File: config.mk
export PLATFORM = sky130hd
export DESIGN_NAME = obj_manager
export DESIGN_NICKNAME = d
export VERILOG_FILES = /design/src/rtl/obj_manager.sv
export SDC_FILE = /design/constraint.sdc
export NUM_CORES = 1
export LEC_CHECK = 0
export ABC_CLOCK_PERIOD_IN_PS = 5600
export CAP_MARGIN = 20
export CORE_ASPECT_RATIO = 0.5
export CORE_UTILIZATION = 25
export CTS_BUF_LIST = sky130_fd_sc_hd__clkbuf_16
export CTS_CLUSTER_SIZE = 30
export DETAILED_ROUTE_END_ITERATION = 6
export GPL_TIMING_DRIVEN = 1
export PLACE_DENSITY_LB_ADDON = 0.2
export SLEW_MARGIN = 20
export SYNTH_ARGS = -nofsm -noshare
export SYNTH_HDL_FRONTEND = slang
export SYNTH_SLANG_ARGS = --single-unit
File: constraint.sdc
create_clock -name clock -period 5.6 [get_ports clock]
set_input_delay 0.56 -clock clock [delete_from_list [all_inputs] [get_ports clock]]
set_output_delay 0.56 -clock clock [all_outputs]
set_load 0.01 [all_outputs]
File: src/rtl/obj_manager.sv
// Scrolling object manager: spawns objects into slots, scans one slot per cycle
// after each vsync edge to move, animate and collision-test them against the player.
module obj_manager #(
  parameter int NUM_OBJ        = 8,
  parameter int SCREEN_WIDTH   = 1024,
  parameter int CHAR_WIDTH     = 20,
  parameter int CHAR_HEIGHT    = 20,
  parameter int OBJ_HEIGHT     = 20,
  parameter int FRAME_DIV_LOG2 = 3,
  parameter int WRAP_EN        = 0
) (
  input  logic                    clock,
  input  logic                    reset_n,
  input  logic                    start,
  input  logic                    stop,
  input  logic                    vsync,
  input  logic [3:0]              speed,
  input  logic [9:0]              p_vpos,
  input  logic                    spawn_valid,
  input  logic [1:0]              spawn_id,
  input  logic [9:0]              spawn_vpos,
  output logic                    spawn_ready,
  output logic [26*NUM_OBJ-1:0]   obj_bus,
  output logic [7:0]              score,
  output logic                    collect,
  output logic                    hit,
  output logic                    busy,
  output logic                    overrun
);
  localparam int IW = (NUM_OBJ > 1) ? $clog2(NUM_OBJ) : 1;

  typedef enum logic [1:0] {ST_STOP, ST_IDLE, ST_SCAN} state_t;

  state_t                    r_state, w_next;
  logic [NUM_OBJ-1:0][25:0]  r_slot;
  logic [NUM_OBJ-1:0]        r_skip;
  logic [IW-1:0]             r_idx;
  logic [FRAME_DIV_LOG2-1:0] r_fdiv;
  logic [7:0]                r_score;
  logic                      r_vs_prev, r_collect, r_hit, r_overrun;

  logic          w_vs_pulse, w_has_empty, w_accept, w_proc, w_last;
  logic [IW-1:0] w_free_idx;
  logic [25:0]   w_cur, w_new;
  logic [2:0]    w_frame, w_fnew;
  logic [1:0]    w_id;
  logic [10:0]   w_hpos, w_hnew, w_spd, w_vpos, w_pv;
  logic          w_live, w_coll, w_hitobj, w_keep;
  logic [8:0]    w_sum;
  logic [7:0]    w_score_nxt;

  assign w_vs_pulse  = vsync & ~r_vs_prev;
  assign spawn_ready = (r_state == ST_IDLE) && w_has_empty;
  assign w_accept    = spawn_valid && spawn_ready;
  assign w_proc      = (r_state == ST_SCAN) && !stop;
  assign w_last      = (r_idx == IW'(NUM_OBJ - 1));

  always_comb begin
    w_next = r_state;
    case (r_state)
      ST_STOP: if (start)      w_next = ST_IDLE;
      ST_IDLE: if (w_vs_pulse) w_next = ST_SCAN;
      ST_SCAN: if (w_last)     w_next = ST_IDLE;
      default:                 w_next = ST_STOP;
    endcase
    if (stop) w_next = ST_STOP;
  end

  // lowest-index empty slot wins
  always_comb begin
    w_has_empty = 1'b0;
    w_free_idx  = '0;
    for (int i = NUM_OBJ - 1; i >= 0; i--) begin
      if (r_slot[i] == '0) begin
        w_has_empty = 1'b1;
        w_free_idx  = IW'(i);
      end
    end
  end

  assign w_cur   = r_slot[r_idx];
  assign w_frame = w_cur[25:23];
  assign w_id    = w_cur[22:21];
  assign w_hpos  = w_cur[20:10];
  assign w_vpos  = {1'b0, w_cur[9:0]};
  assign w_pv    = {1'b0, p_vpos};
  assign w_spd   = {7'd0, speed};

  // a slot spawned on the scan-start edge waits for the next scan
  assign w_live   = (w_cur != '0) && !r_skip[r_idx];
  assign w_coll   = (w_hpos < 11'(CHAR_WIDTH)) &&
                    (w_vpos < w_pv + 11'(CHAR_HEIGHT)) &&
                    (w_vpos + 11'(OBJ_HEIGHT) > w_pv);
  assign w_hitobj = w_live && w_coll;

  always_comb begin
    w_keep = 1'b1;
    w_hnew = w_hpos;
    if (speed == 4'd0)        w_hnew = w_hpos;
    else if (w_hpos > w_spd)  w_hnew = w_hpos - w_spd;
    else if (WRAP_EN != 0)    w_hnew = 11'(SCREEN_WIDTH - 1);
    else                      w_keep = 1'b0;
    w_fnew = (r_fdiv == '0) ? w_frame + 3'd1 : w_frame;
    w_new  = w_cur;
    if (w_live) begin
      if (w_coll || !w_keep) w_new = '0;
      else                   w_new = {w_fnew, w_id, w_hnew, w_cur[9:0]};
    end
  end

  always_comb begin
    w_sum       = {1'b0, r_score} + ((w_id == 2'd2) ? 9'd2 : 9'd1);
    w_score_nxt = r_score;
    case (w_id)
      2'd0, 2'd2: w_score_nxt = w_sum[8] ? 8'hFF : w_sum[7:0];
      2'd1:       w_score_nxt = (r_score == 8'd0) ? 8'd0 : r_score - 8'd1;
      default:    w_score_nxt = r_score;
    endcase
  end

  always_ff @(posedge clock or negedge reset_n) begin
    if (!reset_n) begin
      r_state   <= ST_STOP;
      r_slot    <= '0;
      r_skip    <= '0;
      r_idx     <= '0;
      r_fdiv    <= '0;
      r_score   <= '0;
      r_vs_prev <= 1'b0;
      r_collect <= 1'b0;
      r_hit     <= 1'b0;
      r_overrun <= 1'b0;
    end else begin
      r_state   <= w_next;
      r_vs_prev <= vsync;
      r_collect <= 1'b0;
      r_hit     <= 1'b0;
      if (r_state == ST_SCAN && w_vs_pulse) r_overrun <= 1'b1;
      if (r_state == ST_IDLE)
        r_skip <= (w_accept && w_vs_pulse) ? (NUM_OBJ'(1) << w_free_idx) : '0;
      if (w_proc) begin
        r_slot[r_idx] <= w_new;
        if (w_hitobj) begin
          r_score   <= w_score_nxt;
          r_collect <= (w_id != 2'd1);
          r_hit     <= (w_id == 2'd1);
        end
        if (w_last) begin
          r_idx  <= '0;
          r_fdiv <= r_fdiv + 1'b1;
        end else begin
          r_idx  <= r_idx + 1'b1;
        end
      end else begin
        r_idx <= '0;
      end
      if (w_accept)
        r_slot[w_free_idx] <= {3'b000, spawn_id, 11'(SCREEN_WIDTH - 1), spawn_vpos};
    end
  end

  assign obj_bus = r_slot;
  assign score   = r_score;
  assign collect = r_collect;
  assign hit     = r_hit;
  assign busy    = (r_state == ST_SCAN);
  assign overrun = r_overrun;
endmodule

==> impl_metrics.ini, run 1 <==
[global_routing]
track_usage = 0.2299
first_global_vias = 12480
grt_pass1_wl_microns = 92490
grt_max_degree = 105
overflow = 0
antenna_found_initial = 2

[placement]
dpl_cell_area_sq_um = 16950
port_buffers = 252
dp_hpwl_microns = 48410
place.gp.congestion = 0.9097

[cells_and_area]
area_delta_synth_final_pct = 31.30
num-fill-cells = 5440
drive_gt1_frac = 0.1146
final_area_sq_um = 17760
nets = 1654

[outcome]
violations = negative hold slack
status = finished with violations

[synthesis]
synth.most_common_cell = dfrtp_1
ys_seq_area_frac = 0.4365
async_flop_share = 1.000
ys_seq_elements = 236
synth_edf_count = 0
synthTopCellsByArea = dfrtp_1 44%, mux4_2 7.8%, o21ai_0 5.6%
synth_cell_types = 81
synth_cells = 1354
synth.avg_cell_area_sq_um = 9.992
postSynthNetCount = 1421
yosys.area.top_type = dfrtp_1
synth_top_area_frac = 0.4365
synthesis.area_sq_um = 13530
synth_ff_type = dfrtp_1
yosys_warnings = 0
synth_common_cells = 236 x dfrtp_1, 152 x o21ai_0, 104 x nand2_1, 85 x a21oi_1, 66 x clkbuf_1

[clock_tree]
insertion_delay_ns = 0.57
cts_tree = built
root_buffer = clkbuf_16
cts.repair.resized = 0
cts_buffers = 26
cts.sinks = 236
cts_max_level = 1
postCtsSetupRepairBufs = 0
clockBufferDepth = 3
clkSlewWorstSetupHoldPaths_ns = 0.07
hold_buffers = 0

[sta]
period_share = 0.8950
tightest_slew_ns = 1.109
max_freq_mhz = 199.5
period_minus_slack_ns = 5.012
setup_tns_ns = 0
skew_ns = 0.01892
hold_slack_ns = -0.002339
grt_setup_unrepaired = no
drv_slew = 0
hold_violations = 1
setup_viol = 0
slew_headroom = 0.2539

[setup_path]
required_ns = 6.06
critPathArrivalTime_ns = 5.47
slowest_delay_ns = 0.88
cp_slowest_cell = dfrtp_2
ff2ff_path_depth = 10
endpoint_kind = flop
path_cells = buf_4, mux4_2, mux2i_1, nand4_1, nor4_1, a31o_2, buf_4, nor2_4, a211o_1, o211ai_1
crit_top_cell = buf_4
path_class = reg2reg
crit_fanout = 25
start_kind = flop

[floorplan]
floorplan.core_area_sq_um = 52710
die_x_microns = 331.0
initial_core_util = 0.2567
ioPinCount = 253
dieArea_sq_um = 55110
die_h_microns = 166.5
row_count = 59

[pwr]
clockPowerShare = 0.170
power_density_nw_per_um2 = 549.2
combinationalPowerShare = 0.504
p_switching_uw = 4412
vdd_drop_max_mv = 0.1983
p_leak_uw = 0.007234
p_total_uw = 9756
p_sw_frac = 0.4522
internal-power_uw = 5344
pwr-share-seq = 0.325

[detailed_routing]
drc = 0
drt_pre_antenna_iters = 5
drt-total-wl_microns = 64160
ant_nets = 0
detail_route.vias_per_cell = 5.620
wl_per_cell_microns = 27.81
drtIter0Drc = 1424
vias = 12970

[job]
drv_cap = 0

[worst_hold_path]
min_path_type = in2async
per-stage QoR:
| step | utilization | instances | worst slack (ns) | hold slack (ns) |
|---|---|---|---|---|
| final | 0.3370 | 2307 | 0.5881 | -0.002339 |
| after global routing | 0.3370 | 2307 | 0.3283 | 0.09219 |
| after CTS | 0.3363 | 2305 | 0.6773 | 0.09616 |
| after detailed placement | 0.3216 | 2259 | 0.6950 | 0.4511 |
| after global placement | 0.3212 | 2258 | 0.7696 | 0.4503 |
| after floorplan | - | 1354 | 0.6639 | 0.2644 |
cells in the final DEF (no fill, tap or decap), drive strengths merged, types with 33 or more instances in the layout:
cell type | synthesis | layout
a21oi | 86 | 86
o21ai | 165 | 165
nor2 | 67 | 67
dfrtp | 236 | 236
a22oi | 54 | 54
buf | 34 | 54
nor3 | 44 | 44
nor4 | 55 | 55
inv | 52 | 62
mux2i | 33 | 33
clkdlybuf4s50 | 0 | 251
mux4 | 47 | 47
nand2 | 104 | 104
ha | 33 | 33
worst max-delay path, delay by kind of cell (launching register included):
kind,cells,cell delay [ns]
AOI/OAI and AO/OA,3,1.07
buffers and inverters,2,0.86
DFF,1,0.88
muxes,2,1.30
and+or+nand+nor,3,0.75
registers in the layout, indices dropped and copies added, names as in the netlist, 2 cells and up:
register  flops
obj_bus     208
r_skip        8
score         8
r_fdiv        3
r_idx         3
r_state       2
final timing paths:
path / start / end / slack [ns]
min in group clock: overrun$_DFFE_PN0P_ / overrun$_DFFE_PN0P_ / 0.48
worst max register to register: r_idx[0]$_DFF_PN0_ / obj_bus[89]$_DFF_PN0_ / 0.59
max in group asynchronous: reset_n / obj_bus[3]$_DFF_PN0_ / 4.16
worst min-delay path: reset_n / obj_bus[22]$_DFF_PN0_ / -0.002
worst max-delay path: r_idx[0]$_DFF_PN0_ / obj_bus[89]$_DFF_PN0_ / 0.59
worst min register to register: overrun$_DFFE_PN0P_ / overrun$_DFFE_PN0P_ / 0.48
layout make-up:
cell class	count	area, sq um	share of cell area
multi-input cells	966	7039	0.3963
flip-flops and latches	236	5912	0.3328
repair buffers	305	2963	0.1668
inverters	52	195.2	0.01099
clock inverters	19	98.84	0.005565
well taps	701	877.1	0.04938
clock buffers	27	675.6	0.03804
diodes	1	2.502	0.0001409
power by group through the flow:
| stage | Clock, uW | Sequential, uW | Combinational [uW] |
|---|---|---|---|
| detailed placement | 0 | 3160 | 4850 |
| floorplan | 0 | 2970 | 2190 |
| global placement | 0 | 3170 | 4830 |
| global route | 1730 | 3210 | 5250 |
| CTS | 1680 | 3140 | 4860 |
| finish | 1660 | 3170 | 4920 |
per-layer routing:
layer,up-vias,global-route usage,share of wire
met2,592,0.3567,0.45
li1,5595,-,-
met3,98,0.07219,0.098
met4,2,0.04707,0.022
met1,6678,0.3134,0.43
met5,-,0,0.00020
logic make-up (layout without fill, tap and decap cells):
kind of cell	count (synthesis)	count (layout)	share of synthesized area
AND/OR/NAND/NOR	370	370	0.1386
AO/OA/AOI/OAI	447	447	0.2147
adder cells (fa/ha/maj)	35	35	0.03348
multiplexers	88	88	0.1114
XOR/XNOR	26	26	0.01739
flip-flops	236	236	0.4365
other	0	1	0
buffers and inverters	152	403	0.04781
Power figures use the tool's default switching activity.
==> inputs of run 2 (changes only) <==
Settings changed: GPL_ROUTABILITY_DRIVEN set to 0.
==> results of run 2 <==
The final DEF is identical to that of run 1; final timing and power are the same.
==> inputs of run 3 (changes only) <==
Settings changed: PLACE_DENSITY set to 0.45, PLACE_DENSITY_LB_ADDON 0.2 to unset.
==> run 3 against run 2 <==
The flow still finishes with violations (negative hold slack). Cell count down 0.35%. Critical path depth increased by 11. Power up 2.1%. Clock-buffer cell count is the same. Critical path type unchanged.
==> impl_metrics.ini, run 3 (same netlist as run 1, synthesis figures left out) <==
[detailed_routing]
ant_nets = 0
drt-total-wl_microns = 66240
vias = 12970
drc = 0
wl_per_cell_microns = 28.81
detail_route.vias_per_cell = 5.643
drt_pre_antenna_iters = 6
drtIter0Drc = 1668

[placement]
dp_hpwl_microns = 50000
port_buffers = 252

[sta]
max_freq_mhz = 195.1
slew_headroom = 0.1969
hold_violations = 6
period_share = 0.9154
setup_tns_ns = 0
hold_slack_ns = -0.01554
drv_slew = 0
grt_setup_unrepaired = no
period_minus_slack_ns = 5.126
setup_viol = 0
skew_ns = 0.01690
tightest_slew_ns = 1.205

[outcome]
status = finished with violations
violations = negative hold slack

[clock_tree]
cts_max_level = 1
cts_buffers = 27
cts.sinks = 236
insertion_delay_ns = 0.56
postCtsSetupRepairBufs = 0
clockBufferDepth = 3
cts.repair.resized = 0
cts_tree = built
root_buffer = clkbuf_16
clkSlewWorstSetupHoldPaths_ns = 0.07
hold_buffers = 0

[pwr]
power_density_nw_per_um2 = 560.2
vdd_drop_max_mv = 0.2093
internal-power_uw = 5469
p_switching_uw = 4494
combinationalPowerShare = 0.487
pwr-share-seq = 0.324
p_sw_frac = 0.4511
p_leak_uw = 0.007178
clockPowerShare = 0.189

[setup_path]
start_kind = flop
crit_fanout = 24
critPathArrivalTime_ns = 5.59
endpoint_kind = flop
required_ns = 6.06
path_class = reg2reg

[cells_and_area]
drive_gt1_frac = 0.1171
nets = 1644
layout_common_cells = 251 x clkdlybuf4s50_1, 233 x dfrtp_1, 152 x o21ai_0
fin_util = 0.3374
area_delta_synth_final_pct = 31.45
final_common_cell = clkdlybuf4s50_1
largest_reg_flops = 208

[global_routing]
antenna_found_initial = 3
grt_max_degree = 86
use_met2 = 0.3597
grt_pass1_wl_microns = 94920
grt_busiest_layer = met2
first_global_vias = 12430
overflow = 0
track_usage = 0.2361
gr-usage-met1 = 0.3451
use_met3 = 0.04348

[floorplan]
initial_core_util = 0.2567
dieArea_sq_um = 55110
row_count = 59
floorplan.core_area_sq_um = 52710
die_h_microns = 166.5
ioPinCount = 253
die_x_microns = 331.0

[worst_hold_path]
min_path_type = in2async

[job]
drv_cap = 0
[run 3: cell count changes in the layout (fill, tap and decap cells not counted), moves of 2 or more]
cell	before	now
nor4_1	53	55
clkinvlp_4	0	7
bufinv_16	1	4
nor4_2	2	0
buf_12	3	1
buf_4	50	41
inv_1	61	52
[run 3: worst paths after layout]
kind / slack [ns] / from / depth (start not counted) / end
setup / recovery: 0.47 / r_idx[2]$_DFF_PN0_ / 21 / obj_bus[64]$_DFF_PN0_
hold / removal: -0.02 / reset_n / 1 / obj_bus[104]$_DFF_PN0_
setup reg to reg: 0.47 / r_idx[2]$_DFF_PN0_ / 21 / obj_bus[64]$_DFF_PN0_
hold reg to reg: 0.47 / r_skip[6]$_DFFE_PN0N_ / 2 / r_skip[6]$_DFFE_PN0N_
max in group asynchronous: 4.31 / reset_n / 2 / obj_bus[124]$_DFF_PN0_
min in group clock: 0.47 / vsync / 1 / r_vs_prev$_DFF_PN0_
[run 3: layout make-up]
| cell class | instances | area [sq um] |
|---|---|---|
| fill | 5405 | 34920 |
| multi-input combinational | 966 | 7033 |
| sequential | 236 | 5912 |
| timing repair buffer | 294 | 2855 |
| tap | 701 | 877.1 |
| clock buffer | 27 | 675.6 |
| clock inverter | 22 | 234.0 |
| inverter | 52 | 195.2 |
| antenna | 1 | 2.502 |
[run 3: critical path, cell delays in order, from the launching register on]
cell and delay (ns):
dfrtp_4 0.64, mux2i_1 0.23, nor2_1 0.07, a311oi_1 0.25
a21oi_1 0.07, a221oi_1 0.53, inv_1 0.16, ha_1 0.24
nand2b_1 0.19, nand4_1 0.15, xnor2_1 0.14, ha_1 0.28
a21o_1 0.19, a211oi_1 0.27, a31o_2 0.20, nand2_1 0.06
a41oi_2 0.15, buf_4 0.25, nor2_4 0.05, buf_4 0.24
or2_1 0.42, o211ai_1 0.23
[run 3: per-layer routing]
layer,vias up,share of wire
met5,-,0
met4,0,0.024
met3,100,0.082
met2,626,0.45
met1,6657,0.45
li1,5590,-
[run 3: power by group through the flow]
stage,Combinational [uW],Clock [uW],Sequential (uW)
floorplan,2190,0,2970
global placement,4800,0,3220
detailed placement,4780,0,3200
CTS,4800,1910,3180
global route,5160,1980,3240
finish,4860,1880,3230
[run 3: per-stage QoR]
stage                     setup slack, ns  instance area, sq um  total power [uW]  hold WS, ns  std cells
after global placement             0.6785                 16870              8017       0.4517       2249
final                              0.4740                 17780              9963     -0.01554       2299
after floorplan                    0.6639                 13530              5167       0.2644       1354
after detailed placement           0.5808                 16870              7984       0.4634       2249
after global routing               0.1752                 17780             10390      0.02315       2298
after CTS                          0.5758                 17780              9890      0.01654       2298
==> RTL change 1, RTL diff (flow settings as in run 1) <==
Re-encode `state_t` (3 states) as one-hot, 3 bits wide.
--- a/src/rtl/obj_manager.sv
+++ b/src/rtl/obj_manager.sv
@@ -29,7 +29,7 @@
 );
   localparam int IW = (NUM_OBJ > 1) ? $clog2(NUM_OBJ) : 1;
 
-  typedef enum logic [1:0] {ST_STOP, ST_IDLE, ST_SCAN} state_t;
+  typedef enum logic [2:0] {ST_STOP = 3'b001, ST_IDLE = 3'b010, ST_SCAN = 3'b100} state_t;
 
   state_t                    r_state, w_next;
   logic [NUM_OBJ-1:0][25:0]  r_slot;
Behaviour: same outputs for any inputs over 4 cycles, from zero or initial values and one cycle with reset_n low; so few cycles prove little.
==> RTL change 1 against run 1 <==
Design area grew 3.5%; clock power increased by 2%; highest routed layer is now met4; maximum frequency is 0.69% lower; routed wire length grew 6.8%; synthesized cell count decreased by 1.6%; critical path type unchanged; sequential cell count is 1 higher; worst setup slack worse by 35 ps; sequential power down 20%; area after synthesis rose by 4.6%; power shrank 20%; clock skew increased by 13 ps; cell count rose by 1.0%.
==> RTL change 1: results (changes against run 1) <==
[cts]
clock_latency_ps=580

[global_routing]
use_met3_pct=5.33  ; was 7.22%
antenna_found_initial=1  ; was 2
met1_usage_pct=29.9  ; was 31.3%
grt_max_degree=104  ; was 105
grtUsageTotal_pct=23.1  ; was 23.0%
grt_pass1_wl_um=97400  ; was 92500 um
grt_pass1_vias=12700  ; was 12.5k
use_met2_pct=39.1  ; was 35.7%

[cells_and_area]
fillers=5703  ; was 5440
final_nets=1624  ; was 1654
n_antenna_cell=0  ; was 1
layout-drive-gt1-share_pct=11.4  ; was 11.5%

[sta]
fin_skew_ps=31.5  ; was 18.9 ps
worst_pin_slew_ps=1110  ; about the same

[route]
drt_pre_antenna_iters=7  ; was 5
drt_iter0_drc=1321  ; was 1424
num_vias=13200  ; was 13.0k

[status]
outcome=finished, final reports clean  ; was finished with violations

[placed_design]
place_congestion=0.932  ; was 0.910

[worst_setup_path]
cp.arrival_ps=5540  ; was 5470 ps

[logic_synthesis]
syn-num-nets=1399  ; was 1421
synthTopCellsByCount=dfrtp_1, a221o_1, nor2_1  ; was dfrtp_1, o21ai_0, nand2_1
synthTopCellsByArea=dfrtp_1, a221o_1, mux4_2, a22o_1, and2_1  ; was dfrtp_1, mux4_2, o21ai_0, a21oi_1, ha_1
synthArstFlopShare_pct=100  ; unchanged

[pwr]
peakVddDrop_mv=0.295  ; was 0.198 mV
leakage_nw=7.74  ; was 7.23 nW
swShare_pct=42.8  ; was 45.2%

-- RTL change 1: per-stage QoR --
stage                     setup WS (ps)  utilization [%]  instance area (um^2)  total power, mW  cells
after floorplan                     441                -                 14200             4.21   1332
after global placement              684             31.6                 17600             6.07   2285
after detailed placement            627             31.6                 17600             6.06   2285
after CTS                           561             33.0                 18400             7.77   2331
after global routing                275             33.0                 18400             8.14   2331
final                               553             33.0                 18400             7.81   2331
-- RTL change 1: worst max-delay path, stage by stage, from the launching register on --
cell	delay [ps]
dfrtp_4	790
inv_1	320
a311oi_1	420
o21ai_1	130
ha_1	310
o2111ai_1	250
xnor2_1	150
ha_1	270
a21o_1	190
a211o_1	280
a211oi_1	210
o31ai_1	160
a31o_2	340
a21oi_4	790
a221o_1	290
-- RTL change 1: power by group through the flow --
stage / Combinational (mW) / Clock [mW] / Sequential [mW]
2_1_floorplan: 1.78 / 0 / 2.43
3_3_place_gp: 3.49 / 0 / 2.58
3_5_place_dp: 3.49 / 0 / 2.57
4_1_cts: 3.51 / 1.72 / 2.55
5_1_grt: 3.78 / 1.78 / 2.58
6_report: 3.56 / 1.70 / 2.55
-- RTL change 1: area by class of cell --
| type | instances | area (um^2) | share of cell area (%) |
|---|---|---|---|
| clock buffers | 26 | 651 | 3.54 |
| clock inverters | 20 | 150 | 0.816 |
| inverters | 35 | 131 | 0.714 |
| multi-input cells | 954 | 7640 | 41.5 |
| flip-flops and latches | 237 | 5940 | 32.3 |
| well taps | 756 | 946 | 5.14 |
| repair buffers | 303 | 2940 | 16.0 |
-- RTL change 1: per-layer routing --
layer	vias up	part of all wire, %
met5	-	0
met1	6866	41
li1	5669	-
met2	551	49
met4	0	2.5
met3	99	7.8
-- RTL change 1: cells by family after synthesis --
| family | count (synthesis) | share of synthesized area (%) |
|---|---|---|
| compound gates | 400 | 23.8 |
| flops | 237 | 41.9 |
| fa+ha+maj | 35 | 3.20 |
| simple gates | 401 | 15.3 |
| mux | 95 | 10.1 |
| buf+inv | 141 | 4.28 |
| xor+xnor | 23 | 1.48 |
-- RTL change 1: worst paths after layout --
check / from / endpoint / slack (ps) / cells past startpoint
setup / recovery: r_idx[2]$_DFF_PN0_ / obj_bus[157]$_DFF_PN0_ / 550 / 14
hold / removal: reset_n / obj_bus[32]$_DFF_PN0_ / 50 / 1
setup reg to reg: r_idx[2]$_DFF_PN0_ / obj_bus[157]$_DFF_PN0_ / 550 / 14
hold reg to reg: overrun$_DFFE_PN0P_ / overrun$_DFFE_PN0P_ / 460 / 1
max in group asynchronous: reset_n / obj_bus[3]$_DFF_PN0_ / 4210 / 2
min in group clock: overrun$_DFFE_PN0P_ / overrun$_DFFE_PN0P_ / 460 / 1
==> RTL change 2, RTL diff (flow settings as in run 1) <==
Without the edit above. Change the parameter `WRAP_EN` from 0 to 1.
--- a/src/rtl/obj_manager.sv
+++ b/src/rtl/obj_manager.sv
@@ -7,7 +7,7 @@
   parameter int CHAR_HEIGHT    = 20,
   parameter int OBJ_HEIGHT     = 20,
   parameter int FRAME_DIV_LOG2 = 3,
-  parameter int WRAP_EN        = 0
+  parameter int WRAP_EN        = 1
 ) (
   input  logic                    clock,
   input  logic                    reset_n,
Behaviour: no difference found for any inputs over 4 cycles, from zero or initial values and one cycle with reset_n low; that may be too few to reach the edited logic, so the function may still have changed.
==> RTL change 2 against run 1 <==
Global-route usage increased by 0.18 points; worst setup slack got worse by 220 ps; cell count increased by 2.4%; area after synthesis increased by 1.5%; hold slack improved by 460 ps; power decreased by 10%; maximum frequency decreased by 4.3%; critical path depth increased by 6; sequential cell count unchanged; routed wire length increased by 4.4%; die area increased by 1.5%; design area increased by 1.2%; non-clock buffer count increased by 1; highest routed layer is now met4.
==> RTL change 2: results (changes against run 1) <==
[worst_setup_path]
worstRegToRegCells=16  ; was 10
cp_max_fo=25  ; unchanged
cp.arrival_ps=5710  ; was 5470 ps

[cts]
clk_pin_slew_ps=60
ctsHtreeMaxLevel=1  ; unchanged
ctsLongestPathBuffers=3  ; unchanged
cts_tree=yes  ; unchanged
root_buffer=clkbuf_16  ; unchanged
cts-buffers-inserted=27  ; was 26
clock_latency_ps=580

[status]
outcome=finished, final reports clean  ; was finished with violations

[route]
drt_iter0_drc=1841  ; was 1424
drt_pre_antenna_iters=6  ; was 5
wl_per_cell_um=28.4  ; was 27.8 um
vias_per_cell=5.82  ; was 5.62

[pwr]
leakage_nw=6.93  ; was 7.23 nW
peakVddDrop_mv=0.255  ; was 0.198 mV

[cells_and_area]
final_nets=1700  ; was 1654
n_antenna_cell=0  ; was 1
largest_reg_flops=208  ; unchanged
layout-drive-gt1-share_pct=11.0  ; was 11.5%

[logic_synthesis]
synth_cell_types=85  ; was 81
synthTopCellsByArea=dfrtp_1, mux4_2, a22oi_1, a21oi_1, o21ai_1  ; was dfrtp_1, mux4_2, o21ai_0, a21oi_1, ha_1
ys_seq_area_share_pct=43.0  ; was 43.7%
yosysWarnings=0  ; unchanged
synthArstFlopShare_pct=100  ; unchanged
synthTopCellsByCount=dfrtp_1, a21oi_1, a22oi_1  ; was dfrtp_1, o21ai_0, nand2_1
syn-num-nets=1480  ; was 1421

[placed_design]
place_congestion=0.936  ; was 0.910
dp_hpwl_um=49100  ; was 48400 um
port-buffer-count=252  ; unchanged

[global_routing]
grt_max_degree=103  ; was 105
antenna_found_initial=0  ; was 2
grt_pass1_vias=12800  ; was 12.5k
grtUsageTotal_pct=23.2  ; was 23.0%
grt_pass1_wl_um=95300  ; was 92500 um

[sta]
fin_skew_ps=17.8  ; was 18.9 ps
maxSlewHeadroom_pct=23.0  ; was 25.4%

[min_path]
hold_path_class=in -> reg  ; was in -> async
min_path_cells=1

-- RTL change 2: cell types whose count changed after synthesis, moves of 15 or more --
cell and delta:
o21ai_1 +85, a22oi_1 +46, o21ai_0 -74, nand2_1 -36, o31ai_1 -16, a31oi_1 +19, a311oi_1 +15, a221o_1 -25
inv_1 -20, a21oi_1 +17
-- RTL change 2: cell families after synthesis --
family          share of synthesized area (%)
buf+inv                                  4.60
flops                                    43.0
simple gates                             14.6
xor+xnor                                0.956
fa+ha+maj                                3.30
mux                                      9.38
compound gates                           24.2
-- RTL change 2: worst max-delay path: stages, from the launching register on --
cell	delay, ps
dfrtp_4	700
mux4_2	370
nand2_1	80
and2_1	330
inv_1	170
ha_1	270
o211ai_1	210
xnor2_1	150
ha_1	260
a21o_1	180
a21oi_1	240
nand2_1	80
o311ai_0	450
o21ai_0	410
nand2_4	410
nand3_1	380
a311oi_1	400
-- RTL change 2: timing repair --
item | CTS | global route
buffers inserted | 0 | 1
hold endpoints to repair | 4 | 0
hold buffers | 1 | 0
gates resized for setup | 0 | 2
setup endpoints to repair | 0 | 24
-- RTL change 2: worst paths after layout --
| check | from | to | slack (ps) |
|---|---|---|---|
| setup / recovery | r_idx[2]$_DFF_PN0_ | obj_bus[101]$_DFF_PN0_ | 360 |
| hold / removal | vsync | r_vs_prev$_DFF_PN0_ | 460 |
| setup reg to reg | r_idx[2]$_DFF_PN0_ | obj_bus[101]$_DFF_PN0_ | 360 |
| hold reg to reg | r_fdiv[2]$_DFFE_PN0P_ | r_fdiv[2]$_DFFE_PN0P_ | 470 |
| max in group asynchronous | reset_n | r_idx[0]$_DFF_PN0_ | 3670 |
| min in group asynchronous | reset_n | score[2]$_DFFE_PN0P_ | 550 |
-- RTL change 2: report_power, final --
group	internal, mW	switching [mW]
Sequential	2.20	0.904
Clock	0.920	0.788
Combinational	1.81	2.14
-- RTL change 2: final cells by class --
type | count | area, um^2
timing repair buffer | 306 | 2980
clock inverter | 19 | 129
multi-input combinational | 1030 | 7270
fill | 5545 | 36000
clock buffer | 27 | 676
sequential | 236 | 5910
tap | 713 | 892
inverter | 32 | 120
-- RTL change 2: per-stage QoR --
step                      setup slack (ps)  instances  cell area, um^2  utilization (%)
after detailed placement               382       2315            17100             31.8
final                                  365       2363            18000             33.3
after floorplan                        562       1413            13700                -
after global routing                  58.6       2363            18000             33.3
after CTS                              361       2362            18000             33.3
after global placement                 499       2315            17100             31.8
-- RTL change 2: routing by layer --
layer / wire length, um / track usage, %
met2: 31400 / 37.8
met3: 5150 / 4.26
met5: 0 / 0
met4: 1840 / 5.89
met1: 28700 / 31.5
